===== src/rtl/icache_refill_pkg.sv =====
// Shared I-cache refill types: address slice widths, FSM encoding and AXI constants.
// Imported by the refill interface, beat counter and refill engine.
package icache_refill_pkg;

    localparam int LINE_WORDS  = 8;
    localparam int INDEX_W     = 7;
    localparam int OFFSET_W    = 3;
    localparam int TAG_W       = 20;
    localparam int TAG_ENTRY_W = TAG_W + 1;

    localparam logic [3:0] AXI_ID_DEF = 4'd0;
    localparam logic [7:0] ARLEN_LINE = 8'(LINE_WORDS - 1);
    localparam logic [1:0] BURST_INCR = 2'b01;
    localparam logic [1:0] BURST_WRAP = 2'b10;
    localparam logic [2:0] SIZE_4B    = 3'b010;
    localparam logic [1:0] RESP_OKAY  = 2'b00;

    typedef enum logic [2:0] {
        ST_IDLE,
        ST_AR,
        ST_RD,
        ST_TAG,
        ST_DONE
    } state_t;

    function automatic logic [LINE_WORDS-1:0] word_onehot(input logic [OFFSET_W-1:0] off);
        logic [LINE_WORDS-1:0] oh;
        oh      = '0;
        oh[off] = 1'b1;
        return oh;
    endfunction

endpackage


===== src/rtl/icache_refill_if.sv =====
// Refill engine bus bundle: miss handshake, AXI4 AR/R channels, data and tag array write ports.
// master = refill engine side, slave = lookup stage / interconnect / arrays side.
interface icache_refill_if;
    import icache_refill_pkg::*;

    logic                   tag_work;
    logic                   miss_req;
    logic [31:0]            miss_addr;
    logic                   miss_ready;

    logic [3:0]             arid;
    logic [31:0]            araddr;
    logic [7:0]             arlen;
    logic [2:0]             arsize;
    logic [1:0]             arburst;
    logic                   arvalid;
    logic                   arready;

    logic [31:0]            rdata;
    logic [1:0]             rresp;
    logic                   rlast;
    logic                   rvalid;
    logic                   rready;

    logic [LINE_WORDS-1:0]  data_wen;
    logic [INDEX_W-1:0]     data_index;
    logic [31:0]            data_wdata;

    logic                   tag_en;
    logic [3:0]             tag_wen;
    logic [31:0]            tag_addr;
    logic [TAG_ENTRY_W-1:0] tag_wdata;

    logic                   fwd_valid;
    logic [31:0]            fwd_data;
    logic                   refill_done;
    logic                   refill_err;

    modport master (
        input  tag_work, miss_req, miss_addr,
        output miss_ready,
        output arid, araddr, arlen, arsize, arburst, arvalid,
        input  arready,
        input  rdata, rresp, rlast, rvalid,
        output rready,
        output data_wen, data_index, data_wdata,
        output tag_en, tag_wen, tag_addr, tag_wdata,
        output fwd_valid, fwd_data, refill_done, refill_err
    );

    modport slave (
        output tag_work, miss_req, miss_addr,
        input  miss_ready,
        input  arid, araddr, arlen, arsize, arburst, arvalid,
        output arready,
        output rdata, rresp, rlast, rvalid,
        input  rready,
        input  data_wen, data_index, data_wdata,
        input  tag_en, tag_wen, tag_addr, tag_wdata,
        input  fwd_valid, fwd_data, refill_done, refill_err
    );

endinterface


===== src/rtl/icache_refill_beatctr.sv =====
// Modulo-8 beat counter with parallel load and one-hot bank decode; load wins over inc.
// Value visible the cycle after load/inc; no backpressure of its own.
module icache_refill_beatctr
    import icache_refill_pkg::*;
(
    input  logic                  clk,
    input  logic                  rst,
    input  logic                  load,
    input  logic [OFFSET_W-1:0]   load_val,
    input  logic                  inc,
    output logic [OFFSET_W-1:0]   cnt,
    output logic [LINE_WORDS-1:0] cnt_onehot
);

    logic [OFFSET_W-1:0] cnt_q, cnt_d;

    always_comb begin
        cnt_d = cnt_q;
        if (load) begin
            cnt_d = load_val;
        end else if (inc) begin
            cnt_d = cnt_q + 1'b1;
        end
    end

    always_ff @(posedge clk) begin
        if (rst) begin
            cnt_q <= '0;
        end else begin
            cnt_q <= cnt_d;
        end
    end

    assign cnt        = cnt_q;
    assign cnt_onehot = word_onehot(cnt_q);

endmodule


===== src/rtl/icache_refill.sv =====
// I-cache miss refill: one 8-word AXI4 burst into the data banks, then {valid,tag}; ICACHE_REFILL_CWF_EN selects critical-word-first WRAP.
// 11 cycles acceptance->refill_done on zero-wait AXI; stalls on arready/rvalid, miss_ready low while busy.
module icache_refill
    import icache_refill_pkg::*;
#(
    parameter logic [3:0] AXI_ID = AXI_ID_DEF
) (
    input  logic           clk,
    input  logic           rst,
    icache_refill_if.master bus
);

    state_t        state_q, state_d;
    logic [31:2]   addr_q, addr_d;
    logic          err_q, err_d;

    logic                  accept;
    logic                  ar_hs;
    logic                  beat;
    logic                  fwd_hit;
    logic [OFFSET_W-1:0]   miss_off;
    logic [OFFSET_W-1:0]   start_off;
    logic [OFFSET_W-1:0]   beat_cnt;
    logic [LINE_WORDS-1:0] beat_onehot;

    assign miss_off = addr_q[4:2];

`ifdef ICACHE_REFILL_CWF_EN
    assign start_off   = miss_off;
    assign bus.araddr  = {addr_q[31:2], 2'b00};
    assign bus.arburst = BURST_WRAP;
`else
    assign start_off   = '0;
    assign bus.araddr  = {addr_q[31:5], 5'b0};
    assign bus.arburst = BURST_INCR;
`endif

    assign bus.miss_ready = (state_q == ST_IDLE) && bus.tag_work && !rst;
    assign accept         = bus.miss_req && bus.miss_ready;
    assign ar_hs          = (state_q == ST_AR) && bus.arready;
    assign beat           = (state_q == ST_RD) && bus.rvalid;

    always_comb begin
        state_d = state_q;
        addr_d  = addr_q;
        err_d   = err_q;
        case (state_q)
            ST_IDLE: begin
                if (accept) begin
                    addr_d  = bus.miss_addr[31:2];
                    state_d = ST_AR;
                end
            end
            ST_AR: begin
                if (bus.arready) begin
                    state_d = ST_RD;
                end
            end
            ST_RD: begin
                // rlast alone closes the burst; the counter only steers bank selection.
                if (bus.rvalid) begin
                    if (bus.rresp != RESP_OKAY) begin
                        err_d = 1'b1;
                    end
                    if (bus.rlast) begin
                        state_d = ST_TAG;
                    end
                end
            end
            ST_TAG: begin
                state_d = ST_DONE;
            end
            ST_DONE: begin
                err_d   = 1'b0;
                state_d = ST_IDLE;
            end
            default: begin
                state_d = ST_IDLE;
            end
        endcase
    end

    always_ff @(posedge clk) begin
        if (rst) begin
            state_q <= ST_IDLE;
            addr_q  <= '0;
            err_q   <= 1'b0;
        end else begin
            state_q <= state_d;
            addr_q  <= addr_d;
            err_q   <= err_d;
        end
    end

    icache_refill_beatctr u_beatctr (
        .clk        (clk),
        .rst        (rst),
        .load       (ar_hs),
        .load_val   (start_off),
        .inc        (beat),
        .cnt        (beat_cnt),
        .cnt_onehot (beat_onehot)
    );

    assign bus.arid    = AXI_ID;
    assign bus.arlen   = ARLEN_LINE;
    assign bus.arsize  = SIZE_4B;
    assign bus.arvalid = (state_q == ST_AR);
    assign bus.rready  = (state_q == ST_RD);

    assign bus.data_wen   = beat ? beat_onehot : '0;
    assign bus.data_index = addr_q[11:5];
    assign bus.data_wdata = beat ? bus.rdata : '0;

    assign fwd_hit      = beat && (beat_cnt == miss_off);
    assign bus.fwd_valid = fwd_hit;
    assign bus.fwd_data  = fwd_hit ? bus.rdata : '0;

    // An errored line is committed invalid so the next fetch misses again.
    assign bus.tag_en    = (state_q == ST_TAG);
    assign bus.tag_wen   = bus.tag_en ? 4'hF : 4'h0;
    assign bus.tag_addr  = {addr_q[31:5], 5'b0};
    assign bus.tag_wdata = bus.tag_en ? {~err_q, addr_q[31:12]} : '0;

    assign bus.refill_done = (state_q == ST_DONE);
    assign bus.refill_err  = (state_q == ST_DONE) && err_q;

endmodule


===== src/flat_wrapper.sv =====
// flat-port wrapper written by rule: the top's interface ports become plain ports
module icache_refill_flat import icache_refill_pkg::*;
#(
    parameter logic [3:0] AXI_ID = AXI_ID_DEF
)
  (clk, rst, bus_tag_work, bus_miss_req, bus_miss_addr, bus_miss_ready, bus_arid, bus_araddr, bus_arlen, bus_arsize, bus_arburst, bus_arvalid, bus_arready, bus_rdata, bus_rresp, bus_rlast, bus_rvalid, bus_rready, bus_data_wen, bus_data_index, bus_data_wdata, bus_tag_en, bus_tag_wen, bus_tag_addr, bus_tag_wdata, bus_fwd_valid, bus_fwd_data, bus_refill_done, bus_refill_err);
  icache_refill_if bus_i ();
  input  logic clk;
  input  logic rst;
  input wire logic [$bits(bus_i.tag_work)-1:0] bus_tag_work;
  input wire logic [$bits(bus_i.miss_req)-1:0] bus_miss_req;
  input wire logic [$bits(bus_i.miss_addr)-1:0] bus_miss_addr;
  output wire logic [$bits(bus_i.miss_ready)-1:0] bus_miss_ready;
  output wire logic [$bits(bus_i.arid)-1:0] bus_arid;
  output wire logic [$bits(bus_i.araddr)-1:0] bus_araddr;
  output wire logic [$bits(bus_i.arlen)-1:0] bus_arlen;
  output wire logic [$bits(bus_i.arsize)-1:0] bus_arsize;
  output wire logic [$bits(bus_i.arburst)-1:0] bus_arburst;
  output wire logic [$bits(bus_i.arvalid)-1:0] bus_arvalid;
  input wire logic [$bits(bus_i.arready)-1:0] bus_arready;
  input wire logic [$bits(bus_i.rdata)-1:0] bus_rdata;
  input wire logic [$bits(bus_i.rresp)-1:0] bus_rresp;
  input wire logic [$bits(bus_i.rlast)-1:0] bus_rlast;
  input wire logic [$bits(bus_i.rvalid)-1:0] bus_rvalid;
  output wire logic [$bits(bus_i.rready)-1:0] bus_rready;
  output wire logic [$bits(bus_i.data_wen)-1:0] bus_data_wen;
  output wire logic [$bits(bus_i.data_index)-1:0] bus_data_index;
  output wire logic [$bits(bus_i.data_wdata)-1:0] bus_data_wdata;
  output wire logic [$bits(bus_i.tag_en)-1:0] bus_tag_en;
  output wire logic [$bits(bus_i.tag_wen)-1:0] bus_tag_wen;
  output wire logic [$bits(bus_i.tag_addr)-1:0] bus_tag_addr;
  output wire logic [$bits(bus_i.tag_wdata)-1:0] bus_tag_wdata;
  output wire logic [$bits(bus_i.fwd_valid)-1:0] bus_fwd_valid;
  output wire logic [$bits(bus_i.fwd_data)-1:0] bus_fwd_data;
  output wire logic [$bits(bus_i.refill_done)-1:0] bus_refill_done;
  output wire logic [$bits(bus_i.refill_err)-1:0] bus_refill_err;
  assign bus_i.tag_work = bus_tag_work;
  assign bus_i.miss_req = bus_miss_req;
  assign bus_i.miss_addr = bus_miss_addr;
  assign bus_miss_ready = bus_i.miss_ready;
  assign bus_arid = bus_i.arid;
  assign bus_araddr = bus_i.araddr;
  assign bus_arlen = bus_i.arlen;
  assign bus_arsize = bus_i.arsize;
  assign bus_arburst = bus_i.arburst;
  assign bus_arvalid = bus_i.arvalid;
  assign bus_i.arready = bus_arready;
  assign bus_i.rdata = bus_rdata;
  assign bus_i.rresp = bus_rresp;
  assign bus_i.rlast = bus_rlast;
  assign bus_i.rvalid = bus_rvalid;
  assign bus_rready = bus_i.rready;
  assign bus_data_wen = bus_i.data_wen;
  assign bus_data_index = bus_i.data_index;
  assign bus_data_wdata = bus_i.data_wdata;
  assign bus_tag_en = bus_i.tag_en;
  assign bus_tag_wen = bus_i.tag_wen;
  assign bus_tag_addr = bus_i.tag_addr;
  assign bus_tag_wdata = bus_i.tag_wdata;
  assign bus_fwd_valid = bus_i.fwd_valid;
  assign bus_fwd_data = bus_i.fwd_data;
  assign bus_refill_done = bus_i.refill_done;
  assign bus_refill_err = bus_i.refill_err;
  icache_refill #(.AXI_ID(AXI_ID)) u_core (.clk(clk), .rst(rst), .bus(bus_i));
endmodule

===== config.mk =====
export PLATFORM = sky130hd
export DESIGN_NAME = icache_refill_flat
export DESIGN_NICKNAME = d
export VERILOG_FILES = /design/src/rtl/icache_refill_pkg.sv /design/src/rtl/icache_refill_if.sv /design/src/rtl/icache_refill_beatctr.sv /design/src/rtl/icache_refill.sv /design/src/flat_wrapper.sv
export SDC_FILE = /design/constraint.sdc
export NUM_CORES = 1
export LEC_CHECK = 0
export BUFFER_PORTS_ARGS = -buffer_cell sky130_fd_sc_hd__buf_2
export CORE_AREA = 4 4 101 103
export CTS_BUF_LIST = sky130_fd_sc_hd__clkbuf_4 sky130_fd_sc_hd__clkbuf_8 sky130_fd_sc_hd__clkbuf_16
export CTS_CLUSTER_SIZE = 40
export DETAILED_ROUTE_END_ITERATION = 10
export DIE_AREA = 0 0 105 107
export PLACE_DENSITY = 0.82
export SYNTH_ARGS = -nofsm -noshare
export SYNTH_HDL_FRONTEND = slang
export SYNTH_SLANG_ARGS = --single-unit

===== constraint.sdc =====
create_clock -name clk -period 1.9 [get_ports clk]
set_input_delay 0 -clock clk [delete_from_list [all_inputs] [get_ports clk]]
set_output_delay 0 -clock clk [all_outputs]
set_load 0.02 [all_outputs]

==> key figures, run 1 <==
Layout
  – Share of post-route cells with drive strength above 1: 48.5%
  – Fillcell total: 965
  – Area growth from synthesis to final layout: 38.2%
  – Footprint of the flip-flops and latches: 742 µm²
  – # nets final: 658
  – Area occupied by multi-input gates: 1490 µm²
  – Final cell count without fillers: 697

Critical path
  – Required time of the critical path: 1.90 ns
  – R2R setup slack: 0.17 ns
  – Capturing point of the worst reg2reg path: u_core.state_q[0]
  – Worst r2r path cells: 5
  – Nature of the critical path endpoint: output port
  – Reg-to-reg startpoint: u_core.state_q[1]
  – Startpoint type of the worst setup path: register
  – Kind of critical path: reg2out
  – Signal arrival time at the worst endpoint: 1.74 ns
  – Crit-path max FO: 22

Timing
  – Crit share post-route: 91.5%
  – Total of endpoints with negative setup slack in the final report: 0
  – Worst hold-check slack: 0.0828 ns
  – Aggregate negative setup slack: 0 ns
  – Number of max-slew violations in the final report: 0
  – Final worst slack: 0.161 ns
  – Unrepaired setup endpoints after global routing: false
  – Achievable clock frequency: 575 MHz
  – Min Clock Period, post-route: 1.74 ns
  – Clock skew: 0.00347 ns
  – Number of hold violations in the final report: 0

Detailed routing
  – DRC violation count after routing: 0
  – Routed length per instance: 14.5 µm
  – Detailed Route Iter0 Violations: 168
  – Iteration count of the initial detailed-routing pass: 4
  – Number of nets with antenna violations after detailed routing: 0
  – Routed wire length: 10100 µm
  – Total number of vias: 3183
  – Vias per cell: 4.57

Place
  – Port Buffers: 235
  – Worst-case setup slack after placement: 0.382 ns
  – Placer Congestion: 0.751
  – HPWL after detailed placement: 7770 µm
  – Placed Cells incl. Taps: 656

Logic synthesis
  – Share of the synthesized area in the top cell type: 24.6%
  – Most used flip-flop cell after synthesis: sky130_fd_sc_hd__dfxtp_1
  – Asr flop ratio synth: 0%
  – Area of the mapped netlist: 3010 µm²
  – Area leader, netlist: sky130_fd_sc_hd__dfxtp_1
  – Most instantiated cells after synthesis: 94 x sky130_fd_sc_hd__buf_4, 37 x sky130_fd_sc_hd__dfxtp_1, 37 x sky130_fd_sc_hd__nand2_1, 32 x sky130_fd_sc_hd__nor2b_1
  – Flip-flop and latch count after synthesis: 37
  – Count of warnings emitted by yosys: 0
  – Avg Cell Area, Syn: 7.65 µm²
  – Number of enable flip-flop cells after synthesis: 0
  – Sequential fraction of the synthesis area: 24.6%
  – Distinct cells, synth: 36
  – Synthesized instance count: 393
  – Top cells by area, synth: sky130_fd_sc_hd__dfxtp_1 25%, sky130_fd_sc_hd__buf_4 23%, sky130_fd_sc_hd__o211ai_1 7.5%
  – Most frequent cell after synthesis: sky130_fd_sc_hd__buf_4

Global route
  – Global route total overflow: 0
  – Via count of the first global-routing pass: 3096
  – First-pass GRT wire length: 15200 µm
  – Global router's overall resource usage: 16.7%
  – Antenna violations before repair: 1
  – Maximum number of pins on one net before global-route repair: 36

Floorplan
  – Initial core utilization: 32.7%
  – Count of pins on the block boundary: 265
  – Full die area: 11200 µm²
  – Number of core rows: 35
  – Die outline height: 107 µm
  – Die Span X: 105 µm
  – Core Region: 9200 µm²

CTS
  – TritonCTS clock tree: done
  – Maximum buffer depth of the clock tree: 2
  – Clock transition time at the flip-flop clock pins of the worst setup and hold paths: 0.08 ns
  – H-tree lvl count: 2
  – Setup Fix Bufs, Post-CTS: 0
  – Root Buffer Master: sky130_fd_sc_hd__clkbuf_8
  – TritonCTS Buffers: 5
  – Clock insertion delay at the later pin of the skew report: 0.29 ns
  – Number of sinks on the clock net: 37

Pwr
  – Static Leakage: 2.50 nW
  – Pwr per Cell Area: 543 nW/µm²
  – IR Drop Worst-Case VDD: 0.302 mV

Worst hold path
  – Hold depth: 4
  – Type of the worst min-delay path: in2reg
  – Startpoint of the tightest hold check path: bus_rresp[0]
  – Endpoint, Worst Hold: u_core.err_q

Job
  – Max-capacitance violation count: 0

Status
  – Status: completed
-- worst max-delay path, stage by stage, from the launching register on --
cell                      delay (ns)
sky130_fd_sc_hd__dfxtp_1        0.41
sky130_fd_sc_hd__buf_4          0.17
sky130_fd_sc_hd__and3_1         0.36
sky130_fd_sc_hd__buf_12         0.20
sky130_fd_sc_hd__and2_1         0.15
sky130_fd_sc_hd__buf_2          0.17
-- power breakdown --
group | internal [W] | switching (W)
sequential | 0.000811 | 0.0000373
clock | 0.000522 | 0.000295
combinational | 0.000225 | 0.000363
-- state kept, by name, summed over array words and instances (netlist names) --
name / cells
u_core.addr_q: 30
u_core.state_q: 3
u_core.err_q: 1
u_core.u_beatctr.cnt: 3
-- per-layer routing --
metal	wire, µm	track usage, %	share of wire [%]	vias to the layer above
met5	0	0	0	-
met4	134	4.31	1.3	0
met3	869	3.73	8.6	11
met2	5570	35.1	55	180
met1	3540	16.0	35	1456
li1	-	-	-	1536
-- how the worst max path moves through the flow --
stage / slack, ns / endpoint / start / depth (start not counted)
floorplan: 0.40 / bus_fwd_data[19] / u_core.state_q[1] / 6
global placement: 0.40 / u_core.u_beatctr.cnt[2] / u_core.state_q[0] / 3
detailed placement: 0.38 / u_core.u_beatctr.cnt[2] / u_core.state_q[0] / 3
CTS: 0.11 / bus_fwd_data[24] / u_core.state_q[0] / 5
global route: 0.04 / u_core.state_q[0] / u_core.state_q[1] / 5
finish: 0.16 / bus_tag_wdata[10] / u_core.state_q[1] / 5
-- area by class of cell --
cell class / instances / share of cell area, %
diodes: 1 / 0.0603
clock buffers: 5 / 1.66
clock inverters: 3 / 1.57
inverters: 6 / 0.542
multi-input cells: 253 / 35.8
flip-flops and latches: 37 / 17.9
well taps: 111 / 3.34
repair buffers: 281 / 39.2
-- metrics by stage --
stage	area [µm²]	util, %	total power [W]
6_report	4150	45.2	0.00225
5_1_grt	4150	45.2	0.00235
4_1_cts	4150	45.1	0.00227
3_5_place_dp	3690	40.2	0.00140
3_3_place_gp	3690	40.2	0.00139
2_1_floorplan	3100	-	0.00132
-- placed cells by master, fill, tap and decap left out, types with 2 or more instances in the layout --
master / count
sky130_fd_sc_hd__buf_2: 235
sky130_fd_sc_hd__nand2_1: 37
sky130_fd_sc_hd__dfxtp_1: 36
sky130_fd_sc_hd__nor2b_1: 32
sky130_fd_sc_hd__dlygate4sd3_1: 32
sky130_fd_sc_hd__and2_1: 30
sky130_fd_sc_hd__o211ai_1: 30
sky130_fd_sc_hd__nand3_1: 29
sky130_fd_sc_hd__conb_1: 27
sky130_fd_sc_hd__and2_4: 22
sky130_fd_sc_hd__buf_4: 12
sky130_fd_sc_hd__nor2_1: 9
sky130_fd_sc_hd__nor3_1: 7
sky130_fd_sc_hd__inv_1: 5
sky130_fd_sc_hd__clkbuf_8: 5
sky130_fd_sc_hd__xnor2_1: 4
sky130_fd_sc_hd__and3_1: 3
sky130_fd_sc_hd__nand4_1: 3
sky130_fd_sc_hd__a21oi_1: 3
sky130_fd_sc_hd__nand2b_1: 2
sky130_fd_sc_hd__bufinv_16: 2
sky130_fd_sc_hd__buf_12: 2
-- cells by family (layout without fill, tap and decap cells) --
family	count (synthesis)	after routing	share of synthesized area, %
XOR/XNOR	4	4	1.17
flip-flops	37	37	24.6
AND/OR/NAND/NOR	183	183	35.1
adder cells (fa/ha/maj)	1	1	0.416
buffers and inverters	128	295	29.2
other	2	28	0.250
multiplexers	1	1	0.333
AO/OA/AOI/OAI	37	37	8.95
-- repair_timing --
action | CTS | global route
gates resized for setup | 0 | 2
setup endpoints to repair | 0 | 2
endpoints found under the hold margin | 33 | 0
hold buffers | 32 | 0
Power figures use the tool's default switching activity.
==> run 2: changes to the inputs <==
ABC_AREA = 1   (was default)
CORE_AREA = 4 4 102 104   (was 4 4 101 103)
DIE_AREA = 0 0 106 108   (was 0 0 105 107)
GPL_ROUTABILITY_DRIVEN = 0   (was default)
PLACE_DENSITY = 0.79   (was 0.82)
==> run 2 against run 1 <==
Against the previous run:
- synthesized area down 7.9%
- critical path type unchanged
- clock skew up 0.0048 ns
- setup slack better by 0.064 ns
- sequential cell count unchanged
- highest routed layer is now met5
- largest cell class unchanged
==> key figures, run 2 <==
Status
  – Status: completed

Place
  – Port Buffers: 235
  – HPWL after detailed placement: 7730 µm

Layout
  – Most common cell after layout, fill and taps aside: sky130_fd_sc_hd__buf_2
  – Most flops, register: u_core.addr_q
  – # nets final: 686
  – Share of post-route cells with drive strength above 1: 42.3%
  – Number of flip-flops in the largest register: 30
  – Area occupied by multi-input gates: 1070 µm²
  – Fillcell total: 1019
  – Commonest cells after routing, fill and taps aside: 235 x sky130_fd_sc_hd__buf_2, 94 x sky130_fd_sc_hd__nor2_1, 68 x sky130_fd_sc_hd__inv_1, 37 x sky130_fd_sc_hd__dfxtp_1, 36 x sky130_fd_sc_hd__a21oi_1
  – Area growth from synthesis to final layout: 36.7%
  – Footprint of the flip-flops and latches: 741 µm²

Floorplan
  – Initial core utilization: 29.0%
  – Core Region: 9550 µm²
  – Count of pins on the block boundary: 265
  – Full die area: 11400 µm²
  – Number of core rows: 36
  – Die Span X: 106 µm
  – Die outline height: 108 µm

Pwr
  – Static Leakage: 2.39 nW
  – Switching component of the power: 0.000740 W
  – Fraction of power spent switching nets: 35.4%
  – Part of the power in registers: 41.2%
  – IR Drop Worst-Case VDD: 0.262 mV
  – Post-layout power: 0.00209 W
  – Clock share of power: 27.5%
  – Pwr per Cell Area: 553 nW/µm²
  – Cell internal power dissipation: 0.00135 W
  – Combinational Power Share: 31.3%

Logic synthesis
  – Share of the synthesized area in the top cell type: 26.8%
  – Asr flop ratio synth: 0%
  – Synthesized instance count: 427
  – Distinct cells, synth: 25
  – Most frequent cell after synthesis: sky130_fd_sc_hd__buf_4
  – Top cells by area, synth: sky130_fd_sc_hd__dfxtp_1 27%, sky130_fd_sc_hd__buf_4 26%, sky130_fd_sc_hd__nor2_1 13%
  – Most used flip-flop cell after synthesis: sky130_fd_sc_hd__dfxtp_1
  – Count of warnings emitted by yosys: 0
  – Flip-flop and latch count after synthesis: 37
  – Avg Cell Area, Syn: 6.48 µm²
  – Number of enable flip-flop cells after synthesis: 0
  – Sequential fraction of the synthesis area: 26.8%
  – Area leader, netlist: sky130_fd_sc_hd__dfxtp_1
  – Area of the mapped netlist: 2770 µm²
  – Most instantiated cells after synthesis: 95 x sky130_fd_sc_hd__buf_4, 94 x sky130_fd_sc_hd__nor2_1, 68 x sky130_fd_sc_hd__inv_1, 37 x sky130_fd_sc_hd__dfxtp_1, 36 x sky130_fd_sc_hd__a21oi_1

Detailed routing
  – Routed wire length: 9630 µm
  – Routed length per instance: 12.9 µm
  – Iteration count of the initial detailed-routing pass: 4
  – Vias per cell: 4.10
  – Met3 WL post-DR: 968 µm
  – Routed wire length on met2: 5240 µm
  – Top layer in use: met5
  – Total number of vias: 3071
  – Routed metal-1 wirelength: 3150 µm
  – DRC violation count after routing: 0
  – Number of nets with antenna violations after detailed routing: 0
  – Detailed Route Iter0 Violations: 255

Critical path
  – Kind of critical path: reg2out
  – Startpoint type of the worst setup path: register
  – Worst r2r path cells: 6
  – Crit-path max FO: 33
  – Capturing point of the worst reg2reg path: u_core.addr_q[23]
  – Reg-to-reg startpoint: u_core.state_q[2]
  – Required time of the critical path: 1.90 ns
  – R2R setup slack: 0.33 ns
  – Signal arrival time at the worst endpoint: 1.67 ns
  – Nature of the critical path endpoint: output port

Worst hold path
  – Type of the worst min-delay path: in2reg
  – Startpoint of the tightest hold check path: bus_miss_addr[16]
  – Hold depth: 3
  – Endpoint, Worst Hold: u_core.addr_q[16]

Timing
  – Unrepaired setup endpoints after global routing: false
  – Number of max-slew violations in the final report: 0
  – Number of hold violations in the final report: 0
  – Achievable clock frequency: 597 MHz
  – Aggregate negative setup slack: 0 ns
  – Min Clock Period, post-route: 1.67 ns
  – Total of endpoints with negative setup slack in the final report: 0
  – Clock skew: 0.00829 ns
  – Crit share post-route: 88.1%

Global route
  – Via count of the first global-routing pass: 2672
  – Antenna violations before repair: 5
  – First-pass GRT wire length: 13600 µm
  – Maximum number of pins on one net before global-route repair: 51
  – Global route total overflow: 0
  – Global router's overall resource usage: 15.1%

CTS
  – TritonCTS Buffers: 5
  – Cts-stage hold buffer count: 23
  – Maximum buffer depth of the clock tree: 2
  – Root Buffer Master: sky130_fd_sc_hd__clkbuf_8
  – Clock insertion delay at the later pin of the skew report: 0.28 ns
  – Setup Fix Bufs, Post-CTS: 0
  – Clock transition time at the flip-flop clock pins of the worst setup and hold paths: 0.08 ns
  – Number of sinks on the clock net: 37
  – Resized Gates After CTS: 0
  – H-tree lvl count: 2
  – TritonCTS clock tree: done

Job
  – Max-capacitance violation count: 0
==> run 2: per-stage QoR <==
step           cells  worst slack, ns  cell area, µm²  hold slack (ns)  util (%)
2_1_floorplan    452            0.440            2860           0.0691         -
6_report         749            0.225            3780          0.00823      39.6
5_1_grt          749           0.0803            3780           0.0201      39.6
4_1_cts          746            0.175            3780          0.00292      39.5
3_5_place_dp     715            0.363            3450            0.272      36.2
3_3_place_gp     715            0.425            3450            0.263      36.2
==> run 2: logic make-up (layout without fill, tap and decap cells) <==
logic type	after synthesis	in the layout	share of synthesized area, %
buf+inv	180	341	37.9
xor+xnor	3	3	0.950
other cells	2	30	0.271
flops	37	37	26.8
simple gates	143	143	22.4
fa+ha+maj	1	1	0.452
compound gates	61	61	11.3
==> run 2: metal layers <==
metal	vias up	global-route usage, %
li1	1536	-
met1	1337	13.7
met3	19	4.96
met4	2	7.31
met5	-	0
met2	177	30.1
==> run 2: final cells by class <==
class | count | area share (%)
multi-input cells | 235 | 28.3
flip-flops and latches | 37 | 19.6
inverters | 70 | 6.94
well taps | 133 | 4.40
diodes | 3 | 0.198
repair buffers | 263 | 38.2
clock buffers | 8 | 2.41
==> run 2: power groups by stage <==
stage	registers (W)	logic (W)	clock network, W
5_1_grt	0.000870	0.000712	0.000625
6_report	0.000862	0.000655	0.000574
3_3_place_gp	0.000880	0.000611	0
3_5_place_dp	0.000881	0.000619	0
4_1_cts	0.000864	0.000656	0.000599
2_1_floorplan	0.000870	0.000547	0
==> run 2: critical path: stages, from the launching register on <==
cell and delay [ns]:
sky130_fd_sc_hd__dfxtp_1 0.36, sky130_fd_sc_hd__nor2_4 0.18, sky130_fd_sc_hd__nand2_4 0.09, sky130_fd_sc_hd__nor2_8 0.12, sky130_fd_sc_hd__inv_2 0.06, sky130_fd_sc_hd__buf_4 0.23, sky130_fd_sc_hd__nor2_1 0.16, sky130_fd_sc_hd__buf_2 0.19
==> run 2: worst max-delay path by stage <==
stage	startpoint	end	slack [ns]	depth (start not counted)
6_report	u_core.state_q[2]	bus_data_wdata[1]	0.23	7
5_1_grt	u_core.state_q[2]	bus_data_wdata[1]	0.08	7
4_1_cts	u_core.state_q[2]	bus_data_wdata[1]	0.17	7
3_5_place_dp	u_core.state_q[2]	u_core.addr_q[16]	0.36	6
3_3_place_gp	u_core.state_q[2]	u_core.addr_q[22]	0.42	6
2_1_floorplan	u_core.state_q[0]	u_core.u_beatctr.cnt[0]	0.44	4
